===== src/rtl/uart_tx_param_if.sv =====
// Word handshake between the byte source (CPU/FIFO) and the UART transmitter.
// master = source driving DIN/DIN_VALID, slave = transmitter driving DIN_READY.
interface uart_tx_param_if #(
  parameter int DATA_W = 8
);
  logic [DATA_W-1:0] DIN;
  logic              DIN_VALID;
  logic              DIN_READY;

  modport master (output DIN, output DIN_VALID, input DIN_READY);
  modport slave  (input DIN, input DIN_VALID, output DIN_READY);
endinterface


===== src/rtl/uart_tx_param.sv =====
// Parametrised UART transmitter with an internal bit-rate divider.
// Frame: start(0), DATA_W data bits LSB first, optional parity, STOP_BITS stop(1).
// Optional feature macro: UART_TX_PARITY_EN (compiles in the PARITY state and
// parity register; PARITY_ODD selects odd parity).
//
// state  | meaning
// IDLE   | line high, DIN_READY asserted, waiting for a word
// START  | driving the start bit (0)
// DATA   | driving shreg[0], shifting right at each bit end
// PARITY | driving the latched parity bit (UART_TX_PARITY_EN only)
// STOP   | driving stop bit(s) (1), bit_idx counts stop bits
module uart_tx_param #(
  parameter int DATA_W       = 8,
  parameter int CLKS_PER_BIT = 16,
  parameter int STOP_BITS    = 1,
  parameter int PARITY_ODD   = 0
) (
  input  logic                 CLK,
  input  logic                 CLR,
  uart_tx_param_if.slave       bus,
  output logic                 SERIAL_OUT,
  output logic                 BUSY,
  output logic                 TX_DONE
);

  localparam int BAUD_W = (CLKS_PER_BIT > 1) ? $clog2(CLKS_PER_BIT) : 1;
  localparam int IDX_W  = $clog2(DATA_W + 1);

  localparam logic [BAUD_W-1:0] BAUD_LAST = BAUD_W'(CLKS_PER_BIT - 1);
  localparam logic [IDX_W-1:0]  DATA_LAST = IDX_W'(DATA_W - 1);
  localparam logic [IDX_W-1:0]  STOP_LAST = IDX_W'(STOP_BITS - 1);

  typedef enum logic [2:0] {
    IDLE,
    START,
    DATA,
`ifdef UART_TX_PARITY_EN
    PARITY,
`endif
    STOP
  } state_t;

  state_t              state;
  logic [BAUD_W-1:0]   baud_cnt;
  logic [IDX_W-1:0]    bit_idx;
  logic [DATA_W-1:0]   shreg;
  logic                bit_end;

`ifdef UART_TX_PARITY_EN
  logic                parity_q;
`else
  // Odd/even selection has no meaning without the parity bit.
  logic                unused_parity_odd;
  assign unused_parity_odd = (PARITY_ODD != 0);
`endif

  assign bit_end = (baud_cnt == BAUD_LAST);

  // Ready is combinational so a word can be taken in the TX_DONE cycle.
  assign bus.DIN_READY = (state == IDLE) && !CLR;

  // Frame sequencer: state, counters, shift register and registered outputs.
  always_ff @(posedge CLK) begin
    if (CLR) begin
      state      <= IDLE;
      baud_cnt   <= '0;
      bit_idx    <= '0;
      SERIAL_OUT <= 1'b1;
      BUSY       <= 1'b0;
      TX_DONE    <= 1'b0;
    end else begin
      TX_DONE <= 1'b0;
      if (state == IDLE) begin
        if (bus.DIN_VALID) begin
          shreg      <= bus.DIN;
`ifdef UART_TX_PARITY_EN
          parity_q   <= (PARITY_ODD != 0) ? ~^bus.DIN : ^bus.DIN;
`endif
          state      <= START;
          baud_cnt   <= '0;
          bit_idx    <= '0;
          SERIAL_OUT <= 1'b0;
          BUSY       <= 1'b1;
        end
      end else begin
        baud_cnt <= bit_end ? '0 : baud_cnt + BAUD_W'(1);
        if (bit_end) begin
          case (state)
            START: begin
              state      <= DATA;
              bit_idx    <= '0;
              SERIAL_OUT <= shreg[0];
            end
            DATA: begin
              if (bit_idx == DATA_LAST) begin
                bit_idx <= '0;
`ifdef UART_TX_PARITY_EN
                state      <= PARITY;
                SERIAL_OUT <= parity_q;
`else
                state      <= STOP;
                SERIAL_OUT <= 1'b1;
`endif
              end else begin
                shreg      <= shreg >> 1;
                SERIAL_OUT <= shreg[1];
                bit_idx    <= bit_idx + IDX_W'(1);
              end
            end
`ifdef UART_TX_PARITY_EN
            PARITY: begin
              state      <= STOP;
              bit_idx    <= '0;
              SERIAL_OUT <= 1'b1;
            end
`endif
            STOP: begin
              if (bit_idx == STOP_LAST) begin
                state      <= IDLE;
                bit_idx    <= '0;
                BUSY       <= 1'b0;
                TX_DONE    <= 1'b1;
                SERIAL_OUT <= 1'b1;
              end else begin
                bit_idx <= bit_idx + IDX_W'(1);
              end
            end
            default: begin
              state      <= IDLE;
              SERIAL_OUT <= 1'b1;
              BUSY       <= 1'b0;
            end
          endcase
        end
      end
    end
  end

endmodule


===== src/flat_wrapper.sv =====
// flat-port wrapper written by rule: the top's interface ports become plain ports
module uart_tx_param_flat 
#(
  parameter int DATA_W       = 8,
  parameter int CLKS_PER_BIT = 16,
  parameter int STOP_BITS    = 1,
  parameter int PARITY_ODD   = 0
)
  (CLK, CLR, SERIAL_OUT, BUSY, TX_DONE, bus_DIN, bus_DIN_VALID, bus_DIN_READY);
  uart_tx_param_if #(.DATA_W(DATA_W)) bus_i ();
  input  logic CLK;
  input  logic CLR;
  output logic SERIAL_OUT;
  output logic BUSY;
  output logic TX_DONE;
  input wire logic [$bits(bus_i.DIN)-1:0] bus_DIN;
  input wire logic [$bits(bus_i.DIN_VALID)-1:0] bus_DIN_VALID;
  output wire logic [$bits(bus_i.DIN_READY)-1:0] bus_DIN_READY;
  assign bus_i.DIN = bus_DIN;
  assign bus_i.DIN_VALID = bus_DIN_VALID;
  assign bus_DIN_READY = bus_i.DIN_READY;
  uart_tx_param #(.DATA_W(DATA_W), .CLKS_PER_BIT(CLKS_PER_BIT), .STOP_BITS(STOP_BITS), .PARITY_ODD(PARITY_ODD)) u_core (.CLK(CLK), .CLR(CLR), .bus(bus_i), .SERIAL_OUT(SERIAL_OUT), .BUSY(BUSY), .TX_DONE(TX_DONE));
endmodule

===== config.mk =====
export PLATFORM = sky130hd
export DESIGN_NAME = uart_tx_param_flat
export DESIGN_NICKNAME = d
export VERILOG_FILES = /design/src/rtl/uart_tx_param_if.sv /design/src/rtl/uart_tx_param.sv /design/src/flat_wrapper.sv
export SDC_FILE = /design/constraint.sdc
export NUM_CORES = 1
export LEC_CHECK = 0
export ABC_AREA = 1
export BUFFER_PORTS_ARGS = -buffer_cell sky130_fd_sc_hd__buf_2
export CAP_MARGIN = 20
export CORE_ASPECT_RATIO = 0.75
export CORE_MARGIN = 3
export CORE_UTILIZATION = 40
export CTS_CLUSTER_DIAMETER = 30
export DETAILED_ROUTE_END_ITERATION = 8
export GPL_TIMING_DRIVEN = 0
export SYNTH_ARGS = -nofsm -noshare
export SYNTH_HDL_FRONTEND = slang
export SYNTH_SLANG_ARGS = --single-unit

===== constraint.sdc =====
create_clock -name CLK -period 3.1 [get_ports CLK]
set_input_delay 0.465 -clock CLK [delete_from_list [all_inputs] [get_ports CLK]]
set_output_delay 0.465 -clock CLK [all_outputs]
set_load 0.005 [all_outputs]

### After elaboration in Yosys (flattened, before gate mapping)

Index checks and enable logic that the tools add are counted.

| storage, ports and cells | value |
|---|---|
| input bits | 11 |
| output and inout bits | 4 |
| flip-flop bits (word level) | 22 |

| operators by class | value |
|---|---|
| add/sub/neg operators | 2 |
| bitwise operators | 3 |
| multiplexer cells | 31 |
| reductions and logical operators | 14 |
| equality and inequality tests | 10 |

Operators by type and width:

| operator | count |
|---|---|
| $mux W8 | 5 |
| $mux W4 | 7 |
| $mux W3 | 5 |
| $pmux W4 S3 | 1 |
| $mux W1 | 10 |
| $pmux W3 S3 | 1 |
| $add A4 B1 Y4 const B | 2 |
| $reduce_and A4 Y1 | 2 |
| $eq A3 B2 Y1 const B | 2 |
| $ne A3 B1 Y1 const B | 2 |
| $reduce_and A3 Y1 | 2 |
| $reduce_and A5 Y1 | 1 |
| $eq A4 B3 Y1 const B | 1 |
| $eq A4 B4 Y1 const B | 1 |
| $logic_not A4 Y1 | 1 |
| $ne A2 B1 Y1 const B | 2 |
| $reduce_bool A2 Y1 | 2 |
| $reduce_bool A4 Y1 | 1 |
| $reduce_or A4 Y1 | 1 |
| $eq A3 B1 Y1 const B | 1 |
| $logic_not A3 Y1 | 1 |
| $not A1 Y1 | 3 |
| $pmux W1 S3 | 1 |
| $ne A2 B2 Y1 const B | 1 |
| 4 further kinds | 4 |

### Depth between registers and ports, before layout

Gate-level depths: netlist of the first run.

| logic depth | value |
|---|---|
| depth after elaboration | 5 |
| depth in mapped cells | 10 |
| mapped depth without buffers | 9 |

### Worst setup path after synthesis of the first run

OpenSTA, ideal clock, no wires.

| timing path | value |
|---|---|
| path type | reg-to-reg |
| start | register u_core.state[0] |
| end | register u_core.shreg[0] (enable) |
| buffers on the path | 1 |
| arrival | 1.467 ns |
| slack | 1.260 ns |
| period minus slack after synthesis | 1.840 ns |
| stages on the path, launching flop included | 9 |
| cells stage by stage | dfxtp_1 -> inv_1 -> ha_1 -> buf_6 -> inv_6 -> nand4_2 -> nand2_4 -> inv_2 -> a211oi_2 |

| on the way | value |
|---|---|
| longest elaborated chain between the ends | 3 |
| elaborated cells on any way between the ends | 7 |

RTL lines:

| element | line | text |
|---|---|---|
| from (decl) | uart_tx_param.sv:43 | `state_t state;` |
| from (signal assigned) | uart_tx_param.sv:65 | `state <= IDLE;` |
| from (signal assigned) | uart_tx_param.sv:79 | `state <= START;` |
| from (signal assigned) | uart_tx_param.sv:90 | `state <= DATA;` |
| $logic_not A3 Y1 / $eq A3 B2 Y1 (equally long branches) | uart_tx_param.sv:73, uart_tx_param.sv:88 |  |
| $ne A2 B1 Y1 (no source line), or another cell as far along | n/a |  |
| $reduce_and A5 Y1 (no source line) (*) | n/a |  |
| to (signal assigned) | uart_tx_param.sv:75 | `shreg <= bus.DIN;` |
| to (signal assigned) | uart_tx_param.sv:105 | `shreg <= shreg >> 1;` |
| to (decl) | uart_tx_param.sv:46 | `logic [DATA_W-1:0] shreg;` |

Every way passes the cells marked *; elsewhere a longest branch is shown, timed or not.
A chain may end at the register's enable or synchronous reset.

### Worst setup path after layout of the first run

| timing path | value |
|---|---|
| start | register u_core.state[0] |
| end | register u_core.shreg[6] (enable) |

The elaborated chain is that of the path after synthesis.

==> flow_metrics.py, run 1 <==
metrics = {
    "placement": {
        "port_buffers": 13,
        "dpl_cell_area_mm2": 0.00129,
        "dp_hpwl_mm": 1.68,
        "gp_congestion": 0.830,
        "dp_slack_ns": 0.958,
    },
    "global_routing": {
        "grt_usage": 0.143,
        "grt_use_met1": 0.192,
        "grt_max_degree": 13,
        "met3_usage": 0.0446,
        "grt_overflow": 0,
        "antenna_found_initial": 0,
        "top_usage_layer": "met2",
        "grt_pass1_wl_mm": 3.83,
        "met2_usage": 0.220,
        "grt_pass1_vias": 872,
    },
    "power": {
        "p_per_area_mw_per_mm2": 588,
        "p_leak_nw": 0.606,
        "total_power_mw": 0.784,
        "vdd_drop_max_v": 0.000269,
    },
    "sta": {
        "setup_tns_ns": 0,
        "period_minus_slack_ns": 2.10,
        "worst_pin_slew_ns": 0.679,
        "hold_viol_final": 0,
        "clock_skew_ns": 0.00136,
        "finalCritPeriodShare": 0.676,
        "slew_headroom": 0.546,
        "maxSlewViolCount": 0,
        "setup_ws_ns": 1.00,
        "timing.fmax_ghz": 0.477,
        "setup_viol": 0,
        "grt_setup_unrepaired": "no",
    },
    "cts": {
        "cts.sinks": 21,
        "cts_resized": 0,
        "postCtsSetupRepairBufs": 0,
        "hold_buffers": 0,
        "cts_tree": "built",
        "htreeDepth": 1,
        "cts_inserted_buffers": 3,
        "cts_root_buf": "clkbuf_8",
        "clk_latency_ns": 0.26,
        "cts_buffer_depth": 2,
        "path_clk_slew_ns": 0.08,
    },
    "synthesis": {
        "syn_area_per_cell_um2": 7.91,
        "synth.distinct_cells": 25,
        "postSynthCellCount": 149,
        "syn-cell-area_mm2": 0.00118,
        "postSynthNetCount": 167,
        "ys_seq_area_frac": 0.425,
        "synth-seq-cells": 21,
        "yosys_warnings": 0,
    },
    "floorplan": {
        "die_h_um": 53.0,
        "initial_core_util": 0.436,
        "die_w_um": 68.7,
        "rows": 16,
        "dieArea_mm2": 0.00364,
        "coreArea_mm2": 0.00270,
        "io_pins": 15,
    },
    "finish": {
        "n_antenna_cell": 0,
        "n_fill_cell": 269,
        "multiInputGateArea_um2": 578,
        "final-seq-area_um2": 500,
        "area_growth_pct": 13.3,
        "final_util": 0.494,
        "final_area_mm2": 0.00134,
        "drive_gt1_frac": 0.199,
        "final_nets": 185,
    },
    "routing": {
        "drc": 0,
        "wl_mm": 2.25,
        "ant_nets": 0,
        "drt_iter0_markers": 45,
        "drt_first_pass_iters": 4,
        "avgRoutedWirePerCell_um": 11.1,
        "num_vias": 962,
        "vias_per_cell": 4.76,
    },
    "critical_path": {
        "endpoint_kind": "flip-flop",
        "cp-start-kind": "flip-flop",
        "worstSetupPathType": "flip-flop to flip-flop",
        "critPathArrivalTime_ns": 2.00,
        "critical_path.max_fanout": 10,
        "worstPathRequired_ns": 3.00,
    },
    "job": {
        "cap_violations": 0,
    },
    "min_path": {
        "hp-class": "input pin to flip-flop",
    },
    "status": {
        "outcome": "complete, no violations",
    },
}
flip-flops by register name, summed over array words and instances, names as in the netlist:
name and count:
u_core.state 2, u_core.SERIAL_OUT 1, u_core.BUSY 1, u_core.bit_idx 4, u_core.baud_cnt 4, u_core.TX_DONE 1, u_core.shreg 8
layout make-up:
type	count	area share
Multi-Input combinational cell	109	0.433
Timing Repair Buffer	13	0.0487
Buffer	4	0.0291
Tap cell	36	0.0337
Clock buffer	3	0.0309
Sequential cell	21	0.375
Inverter	15	0.0459
Clock inverter	1	0.00375
report_power, final:
group	switching (mW)	total, mW	internal [mW]	leakage (nW)
clock	0.0925	0.182	0.0896	0.0255
combinational	0.160	0.261	0.101	0.401
sequential	0.0153	0.342	0.326	0.180
total	0.268	0.784	0.517	0.606
worst paths after layout:
kind / startpoint / to / slack [ns] / depth (start not counted)
max: u_core.state[0] / u_core.shreg[6] / 1.00 / 8
min reg2reg: u_core.baud_cnt[1] / u_core.baud_cnt[1] / 0.49 / 2
max reg2reg: u_core.state[0] / u_core.shreg[6] / 1.00 / 8
min: bus_DIN[7] / u_core.shreg[7] / 0.46 / 3
cells in the final DEF, fill, tap and decap left out, types with 2 or more instances in the layout:
master,instances
inv_2,2
dfxtp_1,13
nand3_1,9
inv_1,11
clkbuf_8,3
nand3_2,2
edfxtp_1,8
nand2_1,56
a21oi_1,10
buf_2,14
buf_6,3
nor2_1,9
o21ai_1,5
nand4_1,2
ha_1,7
kinds of logic (layout without fill, tap and decap cells):
family          Yosys count  in the layout  synth area share
compound gates           17             17            0.0785
fa+ha+maj                 7              7            0.0743
buf+inv                  19             36            0.0849
flops                    21             21             0.425
simple gates             85             85             0.338
per-layer routing:
| metal | routed length [um] | vias to the layer above |
|---|---|---|
| met2 | 982 | 16 |
| met4 | 26 | 0 |
| li1 | - | 516 |
| met5 | 0 | - |
| met1 | 1140 | 426 |
| met3 | 105 | 4 |
through the flow:
step                      std cells  hold slack (ns)
final                           202            0.459
after detailed placement        198            0.480
after global placement          198            0.462
after floorplan                 149            0.456
after CTS                       202            0.453
after global routing            202            0.464
synthesized netlist by cell type (all sizes together):
master | count | share of area
a211oi | 1 | 0.011
a21oi | 10 | 0.042
buf | 4 | 0.033
clkinv | 1 | 0.0032
dfxtp | 13 | 0.22
edfxtp | 8 | 0.20
ha | 7 | 0.074
inv | 14 | 0.049
nand2 | 57 | 0.19
nand3 | 12 | 0.070
nand3b | 1 | 0.0064
nand4 | 3 | 0.021
nor2 | 11 | 0.044
nor3 | 1 | 0.0085
o21ai | 6 | 0.025
worst max-delay path, cell delays in order (launching register included):
cell	delay [ns]
dfxtp_1	0.37
inv_1	0.09
ha_1	0.21
buf_6	0.15
inv_6	0.07
nand4_2	0.09
nand2_4	0.14
inv_2	0.07
a211oi_2	0.54
No activity file was read; power rests on OpenSTA's default activity.
==> inputs of run 2 (changes only) <==
clock period = 1.7 ns   (was 3.1 ns; I/O delays follow)
==> run 2 against run 1 <==
Fmax grew 29%. Core utilization increased by 4.6 points. Wire length grew 11%. Final area rose by 9.4%. Worst setup slack lost 0.92 ns. First-iteration DRC count fell by 11%. Sequential power increased by 83%. Largest cell class unchanged.
==> flow_metrics.py, run 2 (same netlist as run 1, synthesis figures left out) <==
metrics = {
    "status": {
        "outcome": "complete, no violations",
    },
    "floorplan": {
        "io_pins": 15,
        "coreArea_mm2": 0.00270,
        "die_w_um": 68.7,
        "initial_core_util": 0.436,
        "dieArea_mm2": 0.00364,
        "rows": 16,
        "die_h_um": 53.0,
    },
    "global_routing": {
        "grt_pass1_vias": 952,
        "grt_overflow": 0,
        "grt_usage": 0.165,
        "antenna_found_initial": 0,
        "grt_max_degree": 13,
        "grt_pass1_wl_mm": 4.29,
    },
    "finish": {
        "final-seq-area_um2": 503,
        "n_antenna_cell": 0,
        "final_area_mm2": 0.00146,
        "reg.largest.list": "u_core.shreg (8), u_core.baud_cnt (4), u_core.bit_idx (4)",
        "largest-register": "u_core.shreg",
        "final_nets": 192,
        "drive_gt1_frac": 0.260,
        "layout_commonest_cell": "nand2_1",
        "stdcell_count": 209,
        "multiInputGateArea_um2": 607,
        "n_fill_cell": 266,
        "final_cell_mix": "56 x nand2_1, 14 x buf_2, 11 x dfxtp_1",
        "largest_reg_flops": 8,
        "area_growth_pct": 23.9,
    },
    "critical_path": {
        "critPathArrivalTime_ns": 1.61,
        "reg2reg_depth": 6,
        "cpMaxStageDelayCell": "dfxtp_1",
        "cp-start-kind": "flip-flop",
        "path_cells": "ha_1 > nand4_4 > nand2_4 > inv_4 > a211oi_4 > buf_12",
        "worstPathRequired_ns": 1.69,
        "crit_path_end": "u_core.shreg[5]",
        "endpoint_kind": "flip-flop",
        "worstSetupPathType": "flip-flop to flip-flop",
        "setup.worst_path.start": "u_core.baud_cnt[0]",
        "r2r-start": "u_core.baud_cnt[0]",
        "critical_path.max_fanout": 8,
        "regToRegSetupSlack_ns": 0.08,
        "worstReg2RegEnd": "u_core.shreg[5]",
        "critPathMaxStageDelay_ns": 0.37,
    },
    "cts": {
        "cts.sinks": 21,
        "cts_tree": "built",
        "cts_buffer_depth": 2,
        "clk_latency_ns": 0.27,
        "cts_root_buf": "clkbuf_8",
        "path_clk_slew_ns": 0.07,
        "htreeDepth": 1,
        "cts_inserted_buffers": 3,
    },
    "routing": {
        "drt_first_pass_iters": 4,
        "avgRoutedWirePerCell_um": 12.0,
        "vias_per_cell": 4.82,
        "drt_iter0_markers": 40,
        "num_vias": 1008,
        "ant_nets": 0,
        "drc": 0,
        "wl_mm": 2.51,
    },
    "sta": {
        "setup_viol": 0,
        "period_minus_slack_ns": 1.62,
        "fin_hold_ws_ns": 0.245,
        "worst_pin_slew_ns": 0.267,
        "clock_skew_ns": 0.00427,
        "slew_headroom": 0.822,
        "grt_setup_unrepaired": "no",
        "hold_viol_final": 0,
        "maxSlewViolCount": 0,
        "finalCritPeriodShare": 0.953,
        "setup_tns_ns": 0,
        "timing.fmax_ghz": 0.617,
    },
    "job": {
        "cap_violations": 0,
    },
    "placement": {
        "dp_hpwl_mm": 1.70,
        "port_buffers": 13,
        "dpl_cell_area_mm2": 0.00131,
        "gp_congestion": 0.816,
        "dp.cells": 198,
    },
    "power": {
        "vdd_drop_max_v": 0.000601,
        "p_leak_nw": 0.653,
        "p_per_area_mw_per_mm2": 1100,
    },
    "min_path": {
        "hp-class": "input pin to flip-flop",
    },
}
## run 2: what timing repair did
| item | CTS | global route |
|---|---|---|
| endpoints found under the setup margin | 9 | 9 |
| pin swaps | 1 | 0 |
| buffers inserted | 7 | 1 |
| resized for setup | 4 | 2 |
| hold buffers | 0 | 0 |
## run 2: layout make-up
class	instances	share of cell area
tap	36	0.0308
inverter	15	0.0471
timing repair buffer	21	0.103
multi-input combinational	109	0.416
sequential	21	0.344
clock buffer	3	0.0283
buffer	3	0.0274
clock inverter	1	0.00343
## run 2: worst min-delay path by stage
| stage | slack [ns] | cells after the start | end | start |
|---|---|---|---|---|
| 2_1_floorplan | 0.42 | 3 | u_core.baud_cnt[2] | bus_DIN_VALID |
| 3_3_place_gp | 0.46 | 2 | u_core.SERIAL_OUT | u_core.SERIAL_OUT |
| 3_5_place_dp | 0.47 | 2 | u_core.baud_cnt[1] | u_core.baud_cnt[1] |
| 4_1_cts | 0.24 | 3 | u_core.shreg[7] | bus_DIN[7] |
| 5_1_grt | 0.25 | 3 | u_core.shreg[1] | bus_DIN[1] |
| 6_report | 0.25 | 3 | u_core.shreg[7] | bus_DIN[7] |
## run 2: per-layer routing
layer  part of all wire  global-route usage
met2               0.45               0.254
met5                  0                   0
met1               0.49               0.216
met3              0.050              0.0573
met4              0.017              0.0528
## run 2: where the power goes
group	internal, mW	switching (mW)	total, mW
Sequential	0.597	0.0273	0.625
Clock	0.164	0.171	0.335
Combinational	0.304	0.347	0.651
## run 2: worst max-delay path, delay by kind of cell (launching register included)
| family | cells | cell delay, ns |
|---|---|---|
| AO/OA/AOI/OAI | 1 | 0.19 |
| adder cells (fa/ha/maj) | 1 | 0.28 |
| buffers and inverters | 2 | 0.22 |
| flip-flops | 1 | 0.37 |
| AND/OR/NAND/NOR | 2 | 0.28 |
## run 2: through the flow
step           utilization  total power [mW]  setup WS (ns)
2_1_floorplan            -              1.02        0.00223
3_3_place_gp         0.486              1.12         -0.174
3_5_place_dp         0.486              1.14         -0.223
4_1_cts              0.540              1.62         0.0220
5_1_grt              0.540              1.72        0.00499
6_report             0.540              1.61         0.0800
